[src/rtl/cpsr_flagunit_if.sv]
// rtl/cpsr_flagunit_if.sv - EX-stage flag-update bus and flag bus to the condition checker
interface cpsr_flagunit_if #(
  parameter int WIDTH = 32
);
  logic             validin;
  logic             setflagsin;
  logic             shouldexecin;
  logic [1:0]       opin;
  logic [WIDTH-1:0] ain;
  logic [WIDTH-1:0] bin;
  logic [WIDTH-1:0] resultin;
  logic             shiftcarryin;
  logic             stallin;
  logic             flushin;
  logic             msrwrin;
  logic [3:0]       msrdatain;
  logic [3:0]       cpsrout;
  logic             pendingout;

  // Pipeline side driving EX-stage activity and observing the flags.
  modport master (
    output validin, setflagsin, shouldexecin, opin, ain, bin, resultin,
           shiftcarryin, stallin, flushin, msrwrin, msrdatain,
    input  cpsrout, pendingout
  );

  // Flag unit side.
  modport slave (
    input  validin, setflagsin, shouldexecin, opin, ain, bin, resultin,
           shiftcarryin, stallin, flushin, msrwrin, msrdatain,
    output cpsrout, pendingout
  );
endinterface

[src/rtl/cpsr_flagunit.sv]
// rtl/cpsr_flagunit.sv - NZCV producer and CPSR flag register; CPSR_FLAG_BYPASS_EN forwards stage 1 to cpsrout
module cpsr_flagunit #(
  parameter int WIDTH = 32
) (
  input  logic           clk,
  input  logic           nreset,
  cpsr_flagunit_if.slave bus
);
  localparam int MSB = WIDTH - 1;

  // Flag encoding: bit0 Z, bit1 C, bit2 N, bit3 V.
  logic [3:0] flagreg;
  logic [3:0] flagsq;
  logic       wrq;
  logic [3:0] newflags;
  logic       cap;
  logic       cur_v;

  assign cap = bus.validin & bus.setflagsin & bus.shouldexecin &
               (bus.opin != 2'b11) & ~bus.flushin & ~bus.stallin;

`ifdef CPSR_FLAG_BYPASS_EN
  logic [3:0] fwd;
  assign fwd            = wrq ? flagsq : flagreg;
  assign cur_v          = fwd[3];
  assign bus.cpsrout    = fwd;
  assign bus.pendingout = 1'b0;
`else
  assign cur_v          = flagreg[3];
  assign bus.cpsrout    = flagreg;
  assign bus.pendingout = wrq;
`endif

  // EX-stage flag computation; ADD carry uses a > ~b to avoid a wide adder.
  always_comb begin
    newflags    = 4'b0000;
    newflags[2] = bus.resultin[MSB];
    newflags[0] = (bus.resultin == '0);
    case (bus.opin)
      2'b00: begin
        newflags[1] = (bus.ain > ~bus.bin);
        newflags[3] = (bus.ain[MSB] == bus.bin[MSB]) &
                      (bus.resultin[MSB] != bus.ain[MSB]);
      end
      2'b01: begin
        newflags[1] = (bus.ain >= bus.bin);
        newflags[3] = (bus.ain[MSB] != bus.bin[MSB]) &
                      (bus.resultin[MSB] != bus.ain[MSB]);
      end
      2'b10: begin
        newflags[1] = bus.shiftcarryin;
        newflags[3] = cur_v;
      end
      default: begin
        newflags[1] = 1'b0;
        newflags[3] = 1'b0;
      end
    endcase
  end

  // Stage 1: capture a setter, drain when not stalled, drop on MSR unless a new capture arrives.
  always_ff @(posedge clk or negedge nreset) begin
    if (!nreset) begin
      wrq    <= 1'b0;
      flagsq <= 4'b0000;
    end else if (cap) begin
      wrq    <= 1'b1;
      flagsq <= newflags;
    end else if (bus.msrwrin || !bus.stallin) begin
      wrq    <= 1'b0;
    end
  end

  // Architectural flag register: MSR write has priority over the stage-1 commit.
  always_ff @(posedge clk or negedge nreset) begin
    if (!nreset) begin
      flagreg <= 4'b0000;
    end else if (bus.msrwrin) begin
      flagreg <= bus.msrdatain;
    end else if (wrq && !bus.stallin) begin
      flagreg <= flagsq;
    end
  end
endmodule

[src/flat_wrapper.sv]
// flat-port wrapper written by rule: the top's interface ports become plain ports
module cpsr_flagunit_flat 
#(
  parameter int WIDTH = 32
)
  (clk, nreset, bus_validin, bus_setflagsin, bus_shouldexecin, bus_opin, bus_ain, bus_bin, bus_resultin, bus_shiftcarryin, bus_stallin, bus_flushin, bus_msrwrin, bus_msrdatain, bus_cpsrout, bus_pendingout);
  cpsr_flagunit_if #(.WIDTH(WIDTH)) bus_i ();
  input  logic clk;
  input  logic nreset;
  input wire logic [$bits(bus_i.validin)-1:0] bus_validin;
  input wire logic [$bits(bus_i.setflagsin)-1:0] bus_setflagsin;
  input wire logic [$bits(bus_i.shouldexecin)-1:0] bus_shouldexecin;
  input wire logic [$bits(bus_i.opin)-1:0] bus_opin;
  input wire logic [$bits(bus_i.ain)-1:0] bus_ain;
  input wire logic [$bits(bus_i.bin)-1:0] bus_bin;
  input wire logic [$bits(bus_i.resultin)-1:0] bus_resultin;
  input wire logic [$bits(bus_i.shiftcarryin)-1:0] bus_shiftcarryin;
  input wire logic [$bits(bus_i.stallin)-1:0] bus_stallin;
  input wire logic [$bits(bus_i.flushin)-1:0] bus_flushin;
  input wire logic [$bits(bus_i.msrwrin)-1:0] bus_msrwrin;
  input wire logic [$bits(bus_i.msrdatain)-1:0] bus_msrdatain;
  output wire logic [$bits(bus_i.cpsrout)-1:0] bus_cpsrout;
  output wire logic [$bits(bus_i.pendingout)-1:0] bus_pendingout;
  assign bus_i.validin = bus_validin;
  assign bus_i.setflagsin = bus_setflagsin;
  assign bus_i.shouldexecin = bus_shouldexecin;
  assign bus_i.opin = bus_opin;
  assign bus_i.ain = bus_ain;
  assign bus_i.bin = bus_bin;
  assign bus_i.resultin = bus_resultin;
  assign bus_i.shiftcarryin = bus_shiftcarryin;
  assign bus_i.stallin = bus_stallin;
  assign bus_i.flushin = bus_flushin;
  assign bus_i.msrwrin = bus_msrwrin;
  assign bus_i.msrdatain = bus_msrdatain;
  assign bus_cpsrout = bus_i.cpsrout;
  assign bus_pendingout = bus_i.pendingout;
  cpsr_flagunit #(.WIDTH(WIDTH)) u_core (.clk(clk), .nreset(nreset), .bus(bus_i));
endmodule
[config.mk]
export PLATFORM = sky130hd
export DESIGN_NAME = cpsr_flagunit_flat
export DESIGN_NICKNAME = d
export VERILOG_FILES = /design/src/rtl/cpsr_flagunit_if.sv /design/src/rtl/cpsr_flagunit.sv /design/src/flat_wrapper.sv
export SDC_FILE = /design/constraint.sdc
export NUM_CORES = 1
export LEC_CHECK = 0
export BUFFER_PORTS_ARGS = -buffer_cell sky130_fd_sc_hd__clkbuf_2
export CAP_MARGIN = 20
export CORE_MARGIN = 4
export CORE_UTILIZATION = 45
export CTS_BUF_LIST = sky130_fd_sc_hd__clkbuf_4
export CTS_CLUSTER_DIAMETER = 80
export DETAILED_ROUTE_END_ITERATION = 6
export GPL_ROUTABILITY_DRIVEN = 1
export PLACE_DENSITY = 0.9
export SLEW_MARGIN = 30
export SYNTH_ARGS = -nofsm -noshare
export SYNTH_HDL_FRONTEND = slang
export SYNTH_SLANG_ARGS = --single-unit
[constraint.sdc]
create_clock -name clk -period 1.4 [get_ports clk]
set_clock_uncertainty 0.15 [all_clocks]
set_input_delay 0.14 -clock clk [delete_from_list [all_inputs] [get_ports clk]]
set_output_delay 0.14 -clock clk [all_outputs]
set_load 0.02 [all_outputs]
; After elaboration in Yosys (flattened, before gate mapping)
; Index checks and enable logic that the tools add are counted.
[word_totals]
register_bits = 9
in_bits = 111
out_inout_bits = 5
wordCells = 34
[op_classes]
order_cmp = 2
n_eq_ne = 6
muxes = 6
bitwise = 10
reduce_logical = 7
[op_table]
columns = op, count
row1 = $ge 32x32->1, 1
row2 = $gt 32x32->1, 1
row3 = $logic_not 32->1, 1
row4 = $not 32->32, 1
row5 = $mux 4, 2
row6 = $and 1x1->1, 7
row7 = $pmux 1 s3, 2
row8 = $reduce_bool 2->1, 2
row9 = $eq 2x1->1 const B, 1
row10 = $eq 2x2->1 const B, 1
row11 = $logic_not 2->1, 1
row12 = $mux 1, 2
row13 = $ne 1x1->1, 2
row14 = $ne 2x2->1 const B, 1
row15 = $not 1->1, 2
row16 = $eq 1x1->1, 1
row17 = $logic_and 1x1->1, 1
row18 = $logic_not 1->1, 1
row19 = $logic_or 1x1->1, 1

; Logic depth before layout (Yosys ltp)
; Gate-level depths: netlist of the first run.
[logic_depth]
ltp_word = 6
mapped_depth = 9
ltp_nobuf = 9

; Worst setup path after synthesis of the first run
; Ideal clock, no wire load.
[synth_path]
path_type = input port to flip-flop
from = input port bus_bin[21]
to = register u_core.flagsq[1]
setup_time_ps = 140
arrival_time_ps = 1518
required_time_ps = 1110
slack_ps = -408
stages = 9
path_cell_list = inv_1 ha_1 inv_1 a21oi_1 nor3_1 o31a_1 o31a_1 o31ai_1 a32oi_1
[synth_via]
elab_chain_cells = 3
elab_cells_between_ends = 4
classes_between = order compare (2) / mux (1) / bitwise (1)
[synth_lines]
columns = element, line
row1 = "start, declared", flat_wrapper.sv:15  ; input wire logic [$bits(bus_i.bin)-1:0] bus_bin;
row2 = $not 32->32, cpsr_flagunit.sv:41  ; newflags[1] = (bus.ain > ~bus.bin);
row3 = $gt 32x32->1, cpsr_flagunit.sv:41
row4 = $pmux 1 s3 *, cpsr_flagunit.sv:39  ; case (bus.opin)
row5 = "end signal, assigned", cpsr_flagunit.sv:68  ; flagsq <= newflags;
row6 = "end, declared", cpsr_flagunit.sv:13  ; logic [3:0] flagsq;
; Mark *: on every way between the ends. The rest lies on a longest branch, timed or not.
; A chain may end at the register's enable or synchronous reset.

; Worst setup path after layout of the first run
[layout_path]
from = input port bus_bin[7]
to = register u_core.flagsq[1]
; Same word-level chain as after synthesis.

==> impl_metrics.json, run 1 <==
{
  "status": "complete, but fails checks",
  "violations": "negative setup slack",
  "cts_root_buffer": "clkbuf_4",
  "worstSetupEndpointType": "register",
  "grt_usage_pct": 26.06,
  "async_flop_share_pct": 100.0,
  "synth.distinct_cells": 36,
  "fmax_ghz": 0.5569,
  "fin_ws_ns": -0.3958,
  "cts_tree": "yes",
  "htreeDepth": 1,
  "r2r_start": "u_core.bus.cpsrout[3]",
  "synth_enable_flop_cells": 0,
  "required_ns": 1.42,
  "rows": 23,
  "dpl-instance-area_mm2": 0.003442,
  "worstMarginPinSlew_ns": 0.4252,
  "ioPinCount": 116,
  "period_needed_ns": 1.796,
  "cts_inserted_buffers": 3,
  "fin_area_mm2": 0.003622,
  "die_x_um": 74.53,
  "min_path_cells": 4,
  "cts_setup_buffers": 0,
  "holdPathEnd": "u_core.flagsq[0]",
  "rsz0062_at_grt": "yes",
  "p_leak_nw": 1.979,
  "diodes": 0,
  "crit_family": "compound AO/OA/AOI/OAI gates",
  "core-area_mm2": 0.004144,
  "relSlewSlack_pct": 71.25,
  "drc_errors": 0,
  "grt.overflow.total": 0,
  "setup_viol": 1,
  "clock_path_buffers": 2,
  "critPathMaxFanout": 3,
  "vdd_ir_drop_max_v": 0.0003228,
  "synth-warning-count": 0,
  "report.final.slew_viol_count": 0,
  "dieArea_mm2": 0.005555,
  "reg2reg_depth": 4,
  "layout_common_cells": "clkbuf_2 (114), buf_4 (69), ha_1 (42)",
  "dp_cells": 481,
  "synth_cells": 250,
  "viasPerCell": 5.395,
  "routabilityCongestion": 0.8022,
  "hold_viol_final": 0,
  "fin_nets": 617,
  "portBuffers": 115,
  "post_drt_wl_per_cell_um": 15.41,
  "path_clk_slew_ns": 0.07,
  "critical_path_class": "input pin to register",
  "max_stage_delay_ns": 0.33,
  "r2r-end": "u_core.flagsq[3]",
  "crit_arrival_ns": 1.82,
  "antenna_found_initial": 0,
  "final_cells": 491,
  "finalWirelength_mm": 7.568,
  "vias": 2649,
  "final.fill_count": 227,
  "cap_violations": 0,
  "power_density_mw_per_mm2": 432.1,
  "clock-sinks": 9,
  "ys_seq_area_share_pct": 11.31,
  "hp-class": "input pin to register",
  "fin_crit_sh_pct": 128.3,
  "insertion_delay_ns": 0.26,
  "syn_nets": 425,
  "dominantRegCellSynth": "dfrtp_1",
  "final_common_cell": "clkbuf_2",
  "initial_core_util_pct": 48.07,
  "hp-start": "bus_resultin[2]",
  "drt_iter0_drc": 119,
  "path_cells": "clkbuf_2 -> inv_1 -> ha_1 -> nor4_1 -> and3_1 -> o21ai_0 -> a31oi_1 -> o31ai_1 -> a32oi_1",
  "dieHeight_um": 74.53,
  "layout-drive-gt1-share_pct": 53.74,
  "dpl.hpwl_mm": 6.019,
  "ant_nets": 0,
  "synth.cell_area_mm2": 0.001992,
  "area_delta_synth_final_pct": 81.85,
  "grt_pass1_wl_mm": 11.36,
  "grt_pass1_vias": 2746,
  "post-route-util_pct": 87.41,
  "critPathSlowestCell": "ha_1",
  "grt_max_degree": 10,
  "synth-seq-cells": 9,
  "crit_buf_inv": 2,
  "r2r_slack_ns": 0.08,
  "firstDrtPassIters": 5,
  "setup_tns_ns": -0.3958,
  "hold_slack_ns": 0.004430,
  "avgSynthCellArea_um2": 7.968,
  "worstSetupStartpointType": "input pin"
}
[cells by family (layout without fill, tap and decap cells)]
logic type | count (synthesis) | count (layout) | share of synthesized area (%)
adder cells (fa/ha/maj) | 64 | 64 | 40.20
AO/OA/AOI/OAI | 64 | 64 | 20.48
XOR/XNOR | 1 | 1 | 0.4398
AND/OR/NAND/NOR | 55 | 55 | 15.20
flip-flops | 9 | 9 | 11.31
buffers and inverters | 52 | 243 | 9.799
multiplexers | 5 | 5 | 2.575
[worst max path at each step]
stage               cells after the start        start          endpoint
global placement                       10  bus_bin[14]  u_core.flagsq[1]
floorplan                               9   bus_bin[2]  u_core.flagsq[1]
global route                            9   bus_bin[7]  u_core.flagsq[1]
detailed placement                     10  bus_bin[29]  u_core.flagsq[1]
finish                                  9   bus_bin[7]  u_core.flagsq[1]
CTS                                    10  bus_bin[20]  u_core.flagsq[1]
[synthesized netlist by cell type, types with 2 or more instances]
| cell | number | area, µm² |
|---|---|---|
| and3_1 | 2 | 12.51 |
| nor2_1 | 10 | 37.54 |
| or4_1 | 2 | 15.01 |
| a221oi_1 | 2 | 17.52 |
| o31a_1 | 2 | 17.52 |
| nand2_1 | 8 | 30.03 |
| nor4_1 | 14 | 87.58 |
| dfrtp_1 | 9 | 225.2 |
| ha_1 | 64 | 800.8 |
| o21bai_1 | 4 | 30.03 |
| inv_1 | 50 | 187.7 |
| a21oi_1 | 19 | 95.09 |
| a21o_1 | 6 | 45.04 |
| nand3_1 | 3 | 15.01 |
| a211oi_1 | 2 | 15.01 |
| o31ai_1 | 4 | 30.03 |
| mux2i_1 | 4 | 40.04 |
| a311oi_1 | 2 | 17.52 |
| o21ai_0 | 13 | 65.06 |
| nand4_1 | 8 | 50.05 |
| nor2b_1 | 2 | 12.51 |
| nor3_1 | 3 | 15.01 |
| a31oi_1 | 4 | 25.02 |
[tightest hold or removal path, delay by kind of cell]
family          cells  cell delay, ns
compound gates      1            0.06
buf+inv             1            0.09
simple gates        2            0.09
[registers in the layout (all words and copies together) (netlist names)]
name,count
u_core.bus.cpsrout,4
u_core.flagsq,4
u_core.bus.pendingout,1
[final cells by class]
class / instances / area [µm²] / area share (%)
Tap cell: 50 / 62.56 / 1.727
Multi-Input combinational cell: 189 / 1958 / 54.06
Inverter: 50 / 197.7 / 5.458
Clock buffer: 4 / 30.03 / 0.8290
Timing Repair Buffer: 189 / 1149 / 31.71
Sequential cell: 9 / 225.2 / 6.218
[per-layer routing]
metal	global-route usage, %	part of all wire (%)
met2	53.07	54
met4	12.06	5.0
met1	25.24	35
met3	3.378	6.2
met5	0	0
[report_power, final]
| part | switching [mW] | total (mW) | internal [mW] |
|---|---|---|---|
| Combinational | 0.481 | 1.03 | 0.549 |
| Sequential | 0.0246 | 0.315 | 0.290 |
| Clock | 0.0916 | 0.221 | 0.129 |
| Total | 0.597 | 1.57 | 0.968 |
[metrics by stage]
step | worst slack [ns] | power (mW)
2_1_floorplan | -0.2588 | 0.7507
3_3_place_gp | -0.5526 | 1.189
3_5_place_dp | -0.6288 | 1.244
4_1_cts | -0.2871 | 1.514
5_1_grt | -0.4330 | 1.667
6_report | -0.3958 | 1.565
[timing repair]
item	4_1_cts	5_1_grt
hold buffers	6	0
setup endpoints to repair	1	3
gates resized for setup	9	9
endpoints found under the hold margin	14	0
cloned	0	0
pin swaps	2	1
(Power assumes the default switching activity.)
==> run 2: changes to the inputs <==
--- a/config.mk
+++ b/config.mk
@@ -8,12 +8,12 @@
 export BUFFER_PORTS_ARGS = -buffer_cell sky130_fd_sc_hd__clkbuf_2
 export CAP_MARGIN = 20
 export CORE_MARGIN = 4
-export CORE_UTILIZATION = 45
+export CORE_UTILIZATION = 41
 export CTS_BUF_LIST = sky130_fd_sc_hd__clkbuf_4
 export CTS_CLUSTER_DIAMETER = 80
 export DETAILED_ROUTE_END_ITERATION = 6
 export GPL_ROUTABILITY_DRIVEN = 1
-export PLACE_DENSITY = 0.9
+export PLACE_DENSITY = 0.87
 export SLEW_MARGIN = 30
 export SYNTH_ARGS = -nofsm -noshare
 export SYNTH_HDL_FRONTEND = slang
==> constraint.sdc (replaced) <==
create_clock -name clk -period 1.65 [get_ports clk]
set_clock_uncertainty 0.15 [all_clocks]
set_input_delay 0.165 -clock clk [delete_from_list [all_inputs] [get_ports clk]]
set_output_delay 0.165 -clock clk [all_outputs]
set_load 0.02 [all_outputs]
==> impl_metrics.json, run 2 (synthesis results as in run 1) <==
{
  "viasPerCell": 4.984,
  "layout_common_cells": "clkbuf_2 (114), buf_4 (69), inv_1 (42), ha_1 (42), ha_4 (22)",
  "grt_use_met3_pct": 1.508,
  "area_delta_synth_final_pct": 78.96,
  "path_cells": "clkbuf_2 -> inv_1 -> ha_4 -> and3_1 -> a21oi_1 -> o21ai_0 -> o31ai_1 -> a21oi_1 -> o311ai_1 -> a32oi_1",
  "r2r-end": "u_core.bus.cpsrout[3]",
  "p_leak_nw": 1.959,
  "initial_core_util_pct": 42.17,
  "fin_area_mm2": 0.003565,
  "critPathSlowestCell": "ha_4",
  "vdd_ir_drop_max_v": 0.0002078,
  "cts_root_buffer": "clkbuf_4",
  "path_clk_slew_ns": 0.06,
  "cts_tree": "yes",
  "grt_max_degree": 10,
  "fin_crit_sh_pct": 104.9,
  "clock-sinks": 9,
  "reg2reg_depth": 3,
  "grt_pass1_vias": 2643,
  "dpl-instance-area_mm2": 0.003463,
  "crit_buf_inv": 2,
  "crit_path_frequent_cell": "a21oi_1",
  "vias": 2512,
  "final_common_cell": "clkbuf_2",
  "htreeDepth": 1,
  "post_drt_wl_per_cell_um": 13.35,
  "ant_nets": 0,
  "violations": "negative setup slack",
  "fin_ws_ns": -0.08079,
  "rows": 25,
  "cts_inserted_buffers": 3,
  "dieArea_mm2": 0.006037,
  "status": "complete, but fails checks",
  "power_density_mw_per_mm2": 358.0,
  "crit_arrival_ns": 1.71,
  "hp-class": "input pin to register",
  "drt_iter0_drc": 49,
  "diodes": 0,
  "met2_usage_pct": 43.75,
  "rsz0062_at_grt": "yes",
  "worstSetupEndpointType": "register",
  "fin_nets": 613,
  "fin_total_pwr_mw": 1.276,
  "layout-drive-gt1-share_pct": 52.17,
  "firstDrtPassIters": 4,
  "grt_usage_pct": 21.82,
  "r2r_slack_ns": 0.39,
  "portBuffers": 115,
  "report.final.slew_viol_count": 0,
  "insertion_delay_ns": 0.26,
  "relSlewSlack_pct": 67.16,
  "globalRoute.busiestLayer": "met2",
  "die_x_um": 77.70,
  "dieHeight_um": 77.70,
  "met1_usage_pct": 23.34,
  "hold_slack_ns": 0.007332,
  "antenna_found_initial": 0,
  "worstMarginPinSlew_ns": 0.4857,
  "crit_family": "compound AO/OA/AOI/OAI gates",
  "dpl.hpwl_mm": 6.001,
  "setup_viol": 1,
  "min_path_cells": 3,
  "finalWirelength_mm": 6.726,
  "critical_path_class": "input pin to register",
  "holdPathEnd": "u_core.bus.cpsrout[1]",
  "grt.overflow.total": 0,
  "critPathMaxFanout": 5,
  "hold_viol_final": 0,
  "fmax_ghz": 0.5778,
  "routabilityCongestion": 0.7657,
  "hp-start": "bus_msrdatain[1]",
  "core-area_mm2": 0.004723,
  "ioPinCount": 116,
  "clock_path_buffers": 2,
  "drc_errors": 0,
  "period_needed_ns": 1.731,
  "max_stage_delay_ns": 0.26,
  "grt_pass1_wl_mm": 11.08,
  "r2r_start": "u_core.bus.pendingout",
  "worstSetupStartpointType": "input pin",
  "cap_violations": 0,
  "pre_cts_ws_ns": -0.4039,
  "required_ns": 1.62
}
run 2: cell count changes in the layout (fill, tap and decap cells not counted), moves of 2 or more:
cell / delta
nor2_1: +2
a21oi_1: +3
dlygate4sd3_1: -4
nor4_1: +2
a21oi_2: -3
nor2_2: -2
run 2: power breakdown:
part           total (mW)  switching (mW)  internal, mW
logic               0.826           0.377         0.449
clock network       0.186          0.0767         0.110
registers           0.264          0.0177         0.246
total                1.28           0.471         0.805
run 2: layer usage:
layer,wire [µm],up-vias
met5,0,-
met4,192,0
met3,232,20
met2,3780,81
met1,2521,1142
li1,-,1269
run 2: through the flow:
step | setup TNS [ns] | instances | util, %
after floorplan | -0.03381 | 250 | -
after global placement | -0.3532 | 498 | 73.32
after detailed placement | -0.4039 | 498 | 73.32
after CTS | -0.08008 | 504 | 74.78
after global routing | -0.1954 | 504 | 75.47
final | -0.08079 | 504 | 75.47
run 2: cell type report:
cell class | instances | area [µm²]
Timing Repair Buffer | 185 | 1109
Sequential cell | 9 | 225.2
Inverter | 50 | 197.7
Fill cell | 349 | 1159
Clock buffer | 4 | 30.03
Multi-Input combinational cell | 189 | 1919
Tap cell | 67 | 83.83
run 2: how the worst max path moves through the flow:
stage                            from               end  slack, ns  cells after the start
after global placement    bus_bin[14]  u_core.flagsq[1]      -0.35                     10
after global routing       bus_bin[5]  u_core.flagsq[1]      -0.20                     10
final                      bus_bin[5]  u_core.flagsq[1]      -0.08                     10
after floorplan            bus_bin[2]  u_core.flagsq[1]      -0.03                      9
after detailed placement  bus_bin[14]  u_core.flagsq[1]      -0.40                     10
after CTS                 bus_bin[14]  u_core.flagsq[1]      -0.08                      9
run 2: repair_timing:
action,CTS,global route
hold buffers,2,0
endpoints found under the setup margin,1,1
setup buffers,0,0
cloned,0,0
endpoints found under the hold margin,10,0
pin swaps,2,3
resized for setup,2,5
run 2: worst min-delay path, delay by kind of cell:
kind | cells | cell delay [ns]
and+or+nand+nor | 1 | 0.05
AOI/OAI and AO/OA | 1 | 0.09
buffers and inverters | 1 | 0.08
==> run 3: changes to the inputs <==
--- a/config.mk
+++ b/config.mk
@@ -7,7 +7,7 @@
 export LEC_CHECK = 0
 export BUFFER_PORTS_ARGS = -buffer_cell sky130_fd_sc_hd__clkbuf_2
 export CAP_MARGIN = 20
-export CORE_MARGIN = 4
+export CORE_MARGIN = 2
 export CORE_UTILIZATION = 41
 export CTS_BUF_LIST = sky130_fd_sc_hd__clkbuf_4
 export CTS_CLUSTER_DIAMETER = 80
==> impl_metrics.json, run 3 (synthesis results as in run 1) <==
{
  "ant_nets": 0,
  "grt_max_degree": 10,
  "hold_viol_final": 0,
  "comb_power_share_pct": 65.5,
  "setup_tns_ns": -0.1308,
  "cts_root_buffer": "clkbuf_4",
  "clock-sinks": 9,
  "grt_use_met3_pct": 2.058,
  "fin_nets": 621,
  "grt_pass1_wl_mm": 10.71,
  "critical_path_class": "input pin to register",
  "htreeDepth": 1,
  "hold_slack_ns": 0.007328,
  "viasPerCell": 5.212,
  "ioPinCount": 116,
  "firstDrtPassIters": 4,
  "required_ns": 1.67,
  "violations": "negative setup slack",
  "globalRoute.busiestLayer": "met2",
  "ff_latch_area_um2": 225.2,
  "layout-drive-gt1-share_pct": 54.16,
  "core-area_mm2": 0.004692,
  "antenna_found_initial": 0,
  "p_switching_mw": 0.4916,
  "clock_path_buffers": 2,
  "hp-class": "input pin to register",
  "pwr-share-clk_pct": 14.5,
  "diodes": 0,
  "insertion_delay_ns": 0.26,
  "die_x_um": 73.70,
  "report.final.slew_viol_count": 0,
  "p_leak_nw": 1.998,
  "final.fill_count": 312,
  "final_common_cell": "clkbuf_2",
  "worstSetupEndpointType": "register",
  "area_delta_synth_final_pct": 84.55,
  "dpl.hpwl_mm": 5.899,
  "fmax_ghz": 0.5615,
  "power_density_mw_per_mm2": 360.7,
  "path_clk_slew_ns": 0.07,
  "rsz0062_at_grt": "yes",
  "portBuffers": 115,
  "cts_inserted_buffers": 3,
  "cap_violations": 0,
  "vdd_ir_drop_max_v": 0.0002410,
  "fin_ws_ns": -0.1308,
  "grt.overflow.total": 0,
  "status": "complete, but fails checks",
  "pre_cts_ws_ns": -0.4029,
  "drc_errors": 0,
  "initial_core_util_pct": 42.45,
  "dieHeight_um": 73.70,
  "p_seq_share_pct": 19.9,
  "worstSetupStartpointType": "input pin",
  "switching_share_pct": 37.08,
  "grt_pass1_vias": 2534,
  "drt_iter0_drc": 53,
  "setup_viol": 1,
  "post_drt_wl_per_cell_um": 14.00,
  "internal-power_mw": 0.8342,
  "critPathMaxFanout": 2,
  "grt_usage_pct": 24.80,
  "met2_usage_pct": 48.71,
  "period_needed_ns": 1.781,
  "dieArea_mm2": 0.005432,
  "post-route-util_pct": 78.35,
  "fin_crit_sh_pct": 107.9,
  "worstMarginPinSlew_ns": 0.3715,
  "multi_input_area_mm2": 0.001948,
  "relSlewSlack_pct": 74.88,
  "rows": 25,
  "crit_arrival_ns": 1.80,
  "finalWirelength_mm": 6.984,
  "met1_usage_pct": 26.28,
  "vias": 2601,
  "fin_total_pwr_mw": 1.326,
  "layout_common_cells": "clkbuf_2 (111), buf_4 (72), ha_1 (41)",
  "cts_tree": "yes",
  "routabilityCongestion": 0.8411
}
[run 3: cell types whose count changed in the layout (fill, tap and decap cells not counted), moves of 3 or more]
cell	change
buf_4	+3
clkbuf_2	-3
dlygate4sd3_1	+4
inv_1	-3
inv_2	+3
[run 3: final timing paths]
path	endpoint	start	slack, ns	cells after the start
max	u_core.flagsq[1]	bus_bin[20]	-0.13	8
min	u_core.flagsq[0]	bus_resultin[15]	0.007	4
max reg2reg	u_core.bus.cpsrout[0]	u_core.bus.pendingout	0.39	3
min reg2reg	u_core.flagsq[0]	u_core.flagsq[0]	0.34	2
max in group asynchronous	u_core.bus.cpsrout[3]	nreset	1.00	2
min in group asynchronous	u_core.bus.pendingout	nreset	0.15	2
[run 3: layout make-up]
class | instances | area share, %
Clock buffer | 4 | 0.8169
Inverter | 50 | 5.378
Multi-Input combinational cell | 189 | 53.00
Sequential cell | 9 | 6.127
Tap cell | 54 | 1.838
Timing Repair Buffer | 193 | 32.85
[run 3: timing repair]
action	in CTS	in global routing
setup endpoints to repair	1	1
pin swaps	6	9
hold endpoints to repair	14	0
hold buffers	6	0
resized for setup	8	16
buffers inserted	2	0
[run 3: worst max-delay path, stage by stage]
cell      delay (ns)
clkbuf_2        0.09
inv_1           0.04
ha_1            0.32
nand4_1         0.17
or4_1           0.52
a21oi_1         0.15
o311ai_1        0.12
a32oi_1         0.21
[run 3: power groups by stage]
stage	Combinational [mW]	Sequential (mW)	Clock, mW
2_1_floorplan	0.364	0.273	0
3_3_place_gp	0.750	0.264	0
3_5_place_dp	0.798	0.267	0
4_1_cts	0.830	0.263	0.196
5_1_grt	0.953	0.264	0.210
6_report	0.869	0.264	0.193
[run 3: routing by layer]
metal / share of wire, % / routed length, µm
met1: 37 / 2580
met2: 56 / 3899
met3: 3.8 / 268
met4: 3.4 / 235
met5: 0 / 0
[run 3: metrics by stage]
stage               instance area (µm²)  std cells
floorplan                          2301        250
global placement                   3462        487
detailed placement                 3462        487
CTS                                3597        499
global route                       3676        499
finish                             3676        499
